### src/rtl/gmii_tx_framer.sv
// GMII transmit framer: preamble/SFD, payload pass-through, padding, optional FCS, inter-frame gap.
// Define ETH_TX_FCS_EN to build the CRC-32 generator and append the 4-byte FCS.
`timescale 1ns/1ps
module gmii_tx_framer #(
  parameter int PREAMBLE_LEN = 7,
  parameter int MIN_FRAME    = 60,
  parameter int IFG_BYTES    = 12,
  parameter int CNT_W        = 11
) (
  input  logic       clk,
  input  logic       rst_n,
  input  logic [7:0] s_data,
  input  logic       s_valid,
  input  logic       s_last,
  output logic       s_ready,
  output logic [7:0] gmii_txd,
  output logic       gmii_txen,
  output logic       gmii_txer,
  output logic       frame_done,
  output logic       underrun,
  output logic       busy
);

  localparam int PH_W = 16;
  localparam logic [PH_W-1:0] PH_ONE   = PH_W'(1);
  localparam logic [PH_W-1:0] PRE_LAST = PH_W'(PREAMBLE_LEN - 1);
  localparam logic [PH_W-1:0] IFG_LAST = PH_W'(IFG_BYTES - 1);
  localparam logic [CNT_W:0]  MIN_LEN  = (CNT_W+1)'(MIN_FRAME);

  typedef enum logic [2:0] {
    ST_IDLE, ST_PRE, ST_SFD, ST_DATA, ST_PAD,
`ifdef ETH_TX_FCS_EN
    ST_FCS,
`endif
    ST_IFG
  } state_t;

  state_t            state;
  logic [PH_W-1:0]   phase;
  logic [CNT_W-1:0]  cnt;
  logic [CNT_W:0]    cnt_plus;
  logic [CNT_W-1:0]  cnt_sat;

  // cnt_plus is one bit wider so the MIN_FRAME compare still works once cnt saturates
  assign cnt_plus = {1'b0, cnt} + (CNT_W+1)'(1);
  assign cnt_sat  = (&cnt) ? cnt : cnt_plus[CNT_W-1:0];

`ifdef ETH_TX_FCS_EN
  localparam logic [PH_W-1:0] FCS_LAST = PH_W'(3);
  logic [31:0] crc;

  function automatic logic [31:0] crc32_byte(input logic [31:0] c, input logic [7:0] d);
    logic [31:0] r;
    r = c ^ {24'h0, d};
    for (int i = 0; i < 8; i++) r = r[0] ? ((r >> 1) ^ 32'hEDB88320) : (r >> 1);
    return r;
  endfunction
`endif

  always_ff @(posedge clk or negedge rst_n) begin
    if (!rst_n) begin
      state      <= ST_IDLE;
      phase      <= '0;
      cnt        <= '0;
      s_ready    <= 1'b0;
      gmii_txd   <= 8'h00;
      gmii_txen  <= 1'b0;
      gmii_txer  <= 1'b0;
      frame_done <= 1'b0;
      underrun   <= 1'b0;
      busy       <= 1'b0;
`ifdef ETH_TX_FCS_EN
      crc        <= 32'hFFFFFFFF;
`endif
    end else begin
      gmii_txer  <= 1'b0;
      frame_done <= 1'b0;
      underrun   <= 1'b0;
      case (state)
        ST_IDLE: begin
          gmii_txen <= 1'b0;
          gmii_txd  <= 8'h00;
          if (s_valid) begin
            state <= ST_PRE;
            phase <= '0;
            busy  <= 1'b1;
          end
        end
        ST_PRE: begin
          gmii_txen <= 1'b1;
          gmii_txd  <= 8'h55;
          if (phase == PRE_LAST) begin
            phase <= '0;
            state <= ST_SFD;
          end else begin
            phase <= phase + PH_ONE;
          end
        end
        ST_SFD: begin
          gmii_txen <= 1'b1;
          gmii_txd  <= 8'hD5;
          cnt       <= '0;
          s_ready   <= 1'b1;
          state     <= ST_DATA;
`ifdef ETH_TX_FCS_EN
          crc       <= 32'hFFFFFFFF;
`endif
        end
        ST_DATA: begin
          gmii_txen <= 1'b1;
          if (s_valid) begin
            gmii_txd <= s_data;
            cnt      <= cnt_sat;
`ifdef ETH_TX_FCS_EN
            crc      <= crc32_byte(crc, s_data);
`endif
            if (s_last) begin
              s_ready <= 1'b0;
              phase   <= '0;
              if (cnt_plus < MIN_LEN) begin
                state <= ST_PAD;
              end else begin
`ifdef ETH_TX_FCS_EN
                state      <= ST_FCS;
`else
                state      <= ST_IFG;
                frame_done <= 1'b1;
`endif
              end
            end
          end else begin
            // Source starved mid-frame: poison the frame on the wire and skip the FCS
            gmii_txd  <= 8'h00;
            gmii_txer <= 1'b1;
            underrun  <= 1'b1;
            s_ready   <= 1'b0;
            phase     <= '0;
            state     <= ST_IFG;
          end
        end
        ST_PAD: begin
          gmii_txen <= 1'b1;
          gmii_txd  <= 8'h00;
          cnt       <= cnt_sat;
`ifdef ETH_TX_FCS_EN
          crc       <= crc32_byte(crc, 8'h00);
`endif
          if (cnt_plus >= MIN_LEN) begin
            phase <= '0;
`ifdef ETH_TX_FCS_EN
            state      <= ST_FCS;
`else
            state      <= ST_IFG;
            frame_done <= 1'b1;
`endif
          end
        end
`ifdef ETH_TX_FCS_EN
        ST_FCS: begin
          gmii_txen <= 1'b1;
          gmii_txd  <= ~crc[7:0];
          crc       <= {8'hFF, crc[31:8]};
          if (phase == FCS_LAST) begin
            frame_done <= 1'b1;
            phase      <= '0;
            state      <= ST_IFG;
          end else begin
            phase <= phase + PH_ONE;
          end
        end
`endif
        ST_IFG: begin
          gmii_txen <= 1'b0;
          gmii_txd  <= 8'h00;
          if (phase == IFG_LAST) begin
            phase <= '0;
            // Going straight to PRE keeps back-to-back frames at exactly IFG_BYTES idle cycles
            if (s_valid) begin
              state <= ST_PRE;
            end else begin
              state <= ST_IDLE;
              busy  <= 1'b0;
            end
          end else begin
            phase <= phase + PH_ONE;
          end
        end
        default: begin
          state     <= ST_IDLE;
          busy      <= 1'b0;
          s_ready   <= 1'b0;
          gmii_txen <= 1'b0;
          gmii_txd  <= 8'h00;
        end
      endcase
    end
  end

endmodule

### config.mk
export PLATFORM = sky130hd
export DESIGN_NAME = gmii_tx_framer
export DESIGN_NICKNAME = d
export VERILOG_FILES = /design/src/rtl/gmii_tx_framer.sv
export SDC_FILE = /design/constraint.sdc
export NUM_CORES = 1
export LEC_CHECK = 0
export BUFFER_PORTS_ARGS = -buffer_cell sky130_fd_sc_hd__buf_2
export CAP_MARGIN = 20
export CORE_MARGIN = 2
export CORE_UTILIZATION = 45
export DETAILED_ROUTE_END_ITERATION = 8
export GPL_TIMING_DRIVEN = 0
export PLACE_DENSITY = 0.63
export SLEW_MARGIN = 0
export SYNTH_ARGS = -nofsm -noshare
export SYNTH_HDL_FRONTEND = slang
export SYNTH_SLANG_ARGS = --single-unit
### constraint.sdc
create_clock -name clk -period 2.8 [get_ports clk]
set_input_delay 0 -clock clk [delete_from_list [all_inputs] [get_ports clk]]
set_output_delay 0 -clock clk [all_outputs]
set_load 0.05 [all_outputs]
==> results.yml <==
sta:
  hold_violations: 0
  grt_setup_unrepaired: "false"
  fin_setup_tns_ps: 0
  relSlewSlack_pct: 45.3
  finalSetupViolCount: 0
  slew_violations: 0
  maxClockFrequency_mhz: 403
  fin_crit_ps: 2480
  finalCritPeriodShare_pct: 88.7
  worstMarginPinSlew_ps: 813
  hold_slack_ps: 20.2
  finClkSkew_ps: 9.84
  worst_slack_ps: 317
clock_network:
  clock-root-buffer: "clkbuf_8"
  clock-sinks: 43
  post-cts-setup-buffers: 0
  cts_tree: "done"
  insertion_delay_ps: 310
  clkTransAtPathRegs_ps: 90
  cts_buffers: 5
  htreeDepth: 2
  clk_path_buf_depth: 2
place:
  portBuffers: 24
  post-place-ws_ps: 375
  hpwl_um: 3790
  place_congestion: 0.866
pwr:
  power.total_mw: 2.46
  pwr_density_cell_mw_per_mm2: 846
  p_leak_nw: 1.26
  irDropWorstVdd_mv: 0.389
worst_setup_path:
  cp-startpoint: "cnt[0]$_DFFE_PN0P_"
  crit_path_end_kind: "flop"
  required_ps: 3030
  worstSetupStartpointType: "flop"
  path_class: "flop to flop"
  cp_data_arrival_time_ps: 2710
  path_max_fanout: 10
  r2r-start: "cnt[0]$_DFFE_PN0P_"
  regToRegSetupSlack_ps: 320
synth:
  yosysWarnings: 0
  yosys.area.top_type: "dfrtp_1"
  ys.flop_type: "dfrtp_1"
  synth_edf_count: 0
  ys_seq_area_share_pct: 43.5
  synth_most_common_cell: "dfrtp_1"
  synth.net_count: 295
  synth_cell_type_count: 50
  synthCells: 280
  synth_common_cells: "dfrtp_1, nor2_1, o21ai_0"
  ys_top_cells_by_area: "dfrtp_1, o21ai_0, nor2_1"
  synth-seq-cells: 43
  netlist_area_mm2: 0.00247
  synth_top_area_share_pct: 43.5
  syn_area_per_cell_um2: 8.83
  async_flop_share_pct: 100
routing:
  num_vias: 2199
  first_iter_violations: 152
  ant_nets: 0
  wl_per_cell_um: 14.0
  via_per_inst: 5.61
  drc_errors: 0
  dr.pass1.iters: 4
  routed_wl_um: 5480
global_route:
  antenna_found_initial: 0
  grt_max_degree: 44
  grt_pass1_wl_um: 9390
  grt_pass1_vias: 1980
  grt-ovfl-total: 0
  track_usage_pct: 19.3
finish:
  drive_gt1_share_pct: 17.7
  area_delta_synth_final_pct: 17.7
  fillers: 475
  fin_nets: 336
  num_antenna_cells: 0
  register_area_mm2: 0.00108
  multi_input_area_mm2: 0.00126
floorplan:
  core_mm2: 0.00520
  rows: 26
  start_util_pct: 47.5
  die_w_um: 78.1
  die_area_mm2: 0.00610
  fp.dieH_um: 78.1
  io_pins: 26
status:
  status: "finished, final reports clean"
min_path:
  hold_class: "input port to flop"
  hp-start: "s_last"
flow_run:
  cap_violations: 0
critical path: stages (launching register included):
cell      delay, ps
dfrtp_1         480
ha_1            330
nand3_1         250
o21ai_0         260
nand4_2         150
a221oi_4        390
a31oi_2         200
buf_6           200
o211ai_2        130
layout by cell type (no fill, tap or decap), types with 4 or more instances in the layout:
master,count
a21oi_1,20
a31oi_1,5
and3_1,5
buf_2,27
clkbuf_1,5
clkbuf_8,5
dfrtp_1,43
dlygate4sd3_1,9
inv_1,19
nand2_1,19
nand3_1,16
nor2_1,31
nor3_1,12
nor4_1,7
o21ai_0,27
o21ai_2,4
o31ai_1,5
or3_1,8
layout make-up:
| class | instances | share of cell area, % |
|---|---|---|
| Inverter | 19 | 2.45 |
| Buffer | 12 | 2.24 |
| Multi-Input combinational cell | 206 | 43.3 |
| Clock buffer | 5 | 2.36 |
| Timing Repair Buffer | 34 | 8.17 |
| Sequential cell | 43 | 37.0 |
| Tap cell | 70 | 3.01 |
| Clock inverter | 3 | 1.50 |
sequential cells by signal (all words and copies together) (netlist names):
signal and cells:
state 3, busy 1, gmii_txen 1, frame_done 1
underrun 1, phase 16, cnt 11, gmii_txd 8
s_ready 1
cell families after synthesis:
| kind of cell | synth area share [%] |
|---|---|
| buf+inv | 5.52 |
| simple gates | 23.5 |
| xor+xnor | 0.354 |
| compound gates | 24.2 |
| flops | 43.5 |
| mux | 1.37 |
| fa+ha+maj | 1.52 |
repair_timing:
| action | in CTS | in global routing |
|---|---|---|
| resized for setup | 0 | 0 |
| hold buffers | 9 | 0 |
| endpoints found under the hold margin | 51 | 0 |
| setup endpoints to repair | 0 | 0 |
worst paths after layout:
path,end,cells after the start
setup / recovery,phase[9]$_DFFE_PN0P_,8
hold / removal,frame_done$_DFF_PN0_,3
setup reg to reg,phase[9]$_DFFE_PN0P_,8
hold reg to reg,s_ready$_DFFE_PN0P_,1
max in group asynchronous,state[1]$_DFFE_PN0P_,3
min in group asynchronous,cnt[5]$_DFFE_PN0P_,2
metrics by stage:
stage / cells / area (µm²) / utilization (%)
2_1_floorplan: 280 / 2470 / -
6_report: 392 / 2910 / 55.9
5_1_grt: 392 / 2910 / 55.9
4_1_cts: 391 / 2880 / 55.4
3_3_place_gp: 374 / 2680 / 51.5
3_5_place_dp: 374 / 2680 / 51.5
routing by layer:
layer	global-route usage [%]	up-vias	part of all wire [%]	routed length, µm
met5	0	-	0	0
met4	5.26	0	1.2	67
met3	3.91	6	3.6	195
met2	32.3	40	48	2620
met1	25.6	1050	47	2590
li1	-	1103	-	-
where the power goes:
part           total, mW  switching, mW  internal [mW]  leakage (nW)
Sequential         0.845          0.102          0.743         0.573
Combinational       1.13          0.785          0.344         0.631
Clock              0.489          0.224          0.266        0.0581
Total               2.46           1.11           1.35          1.26
Power figures use the tool's default switching activity.
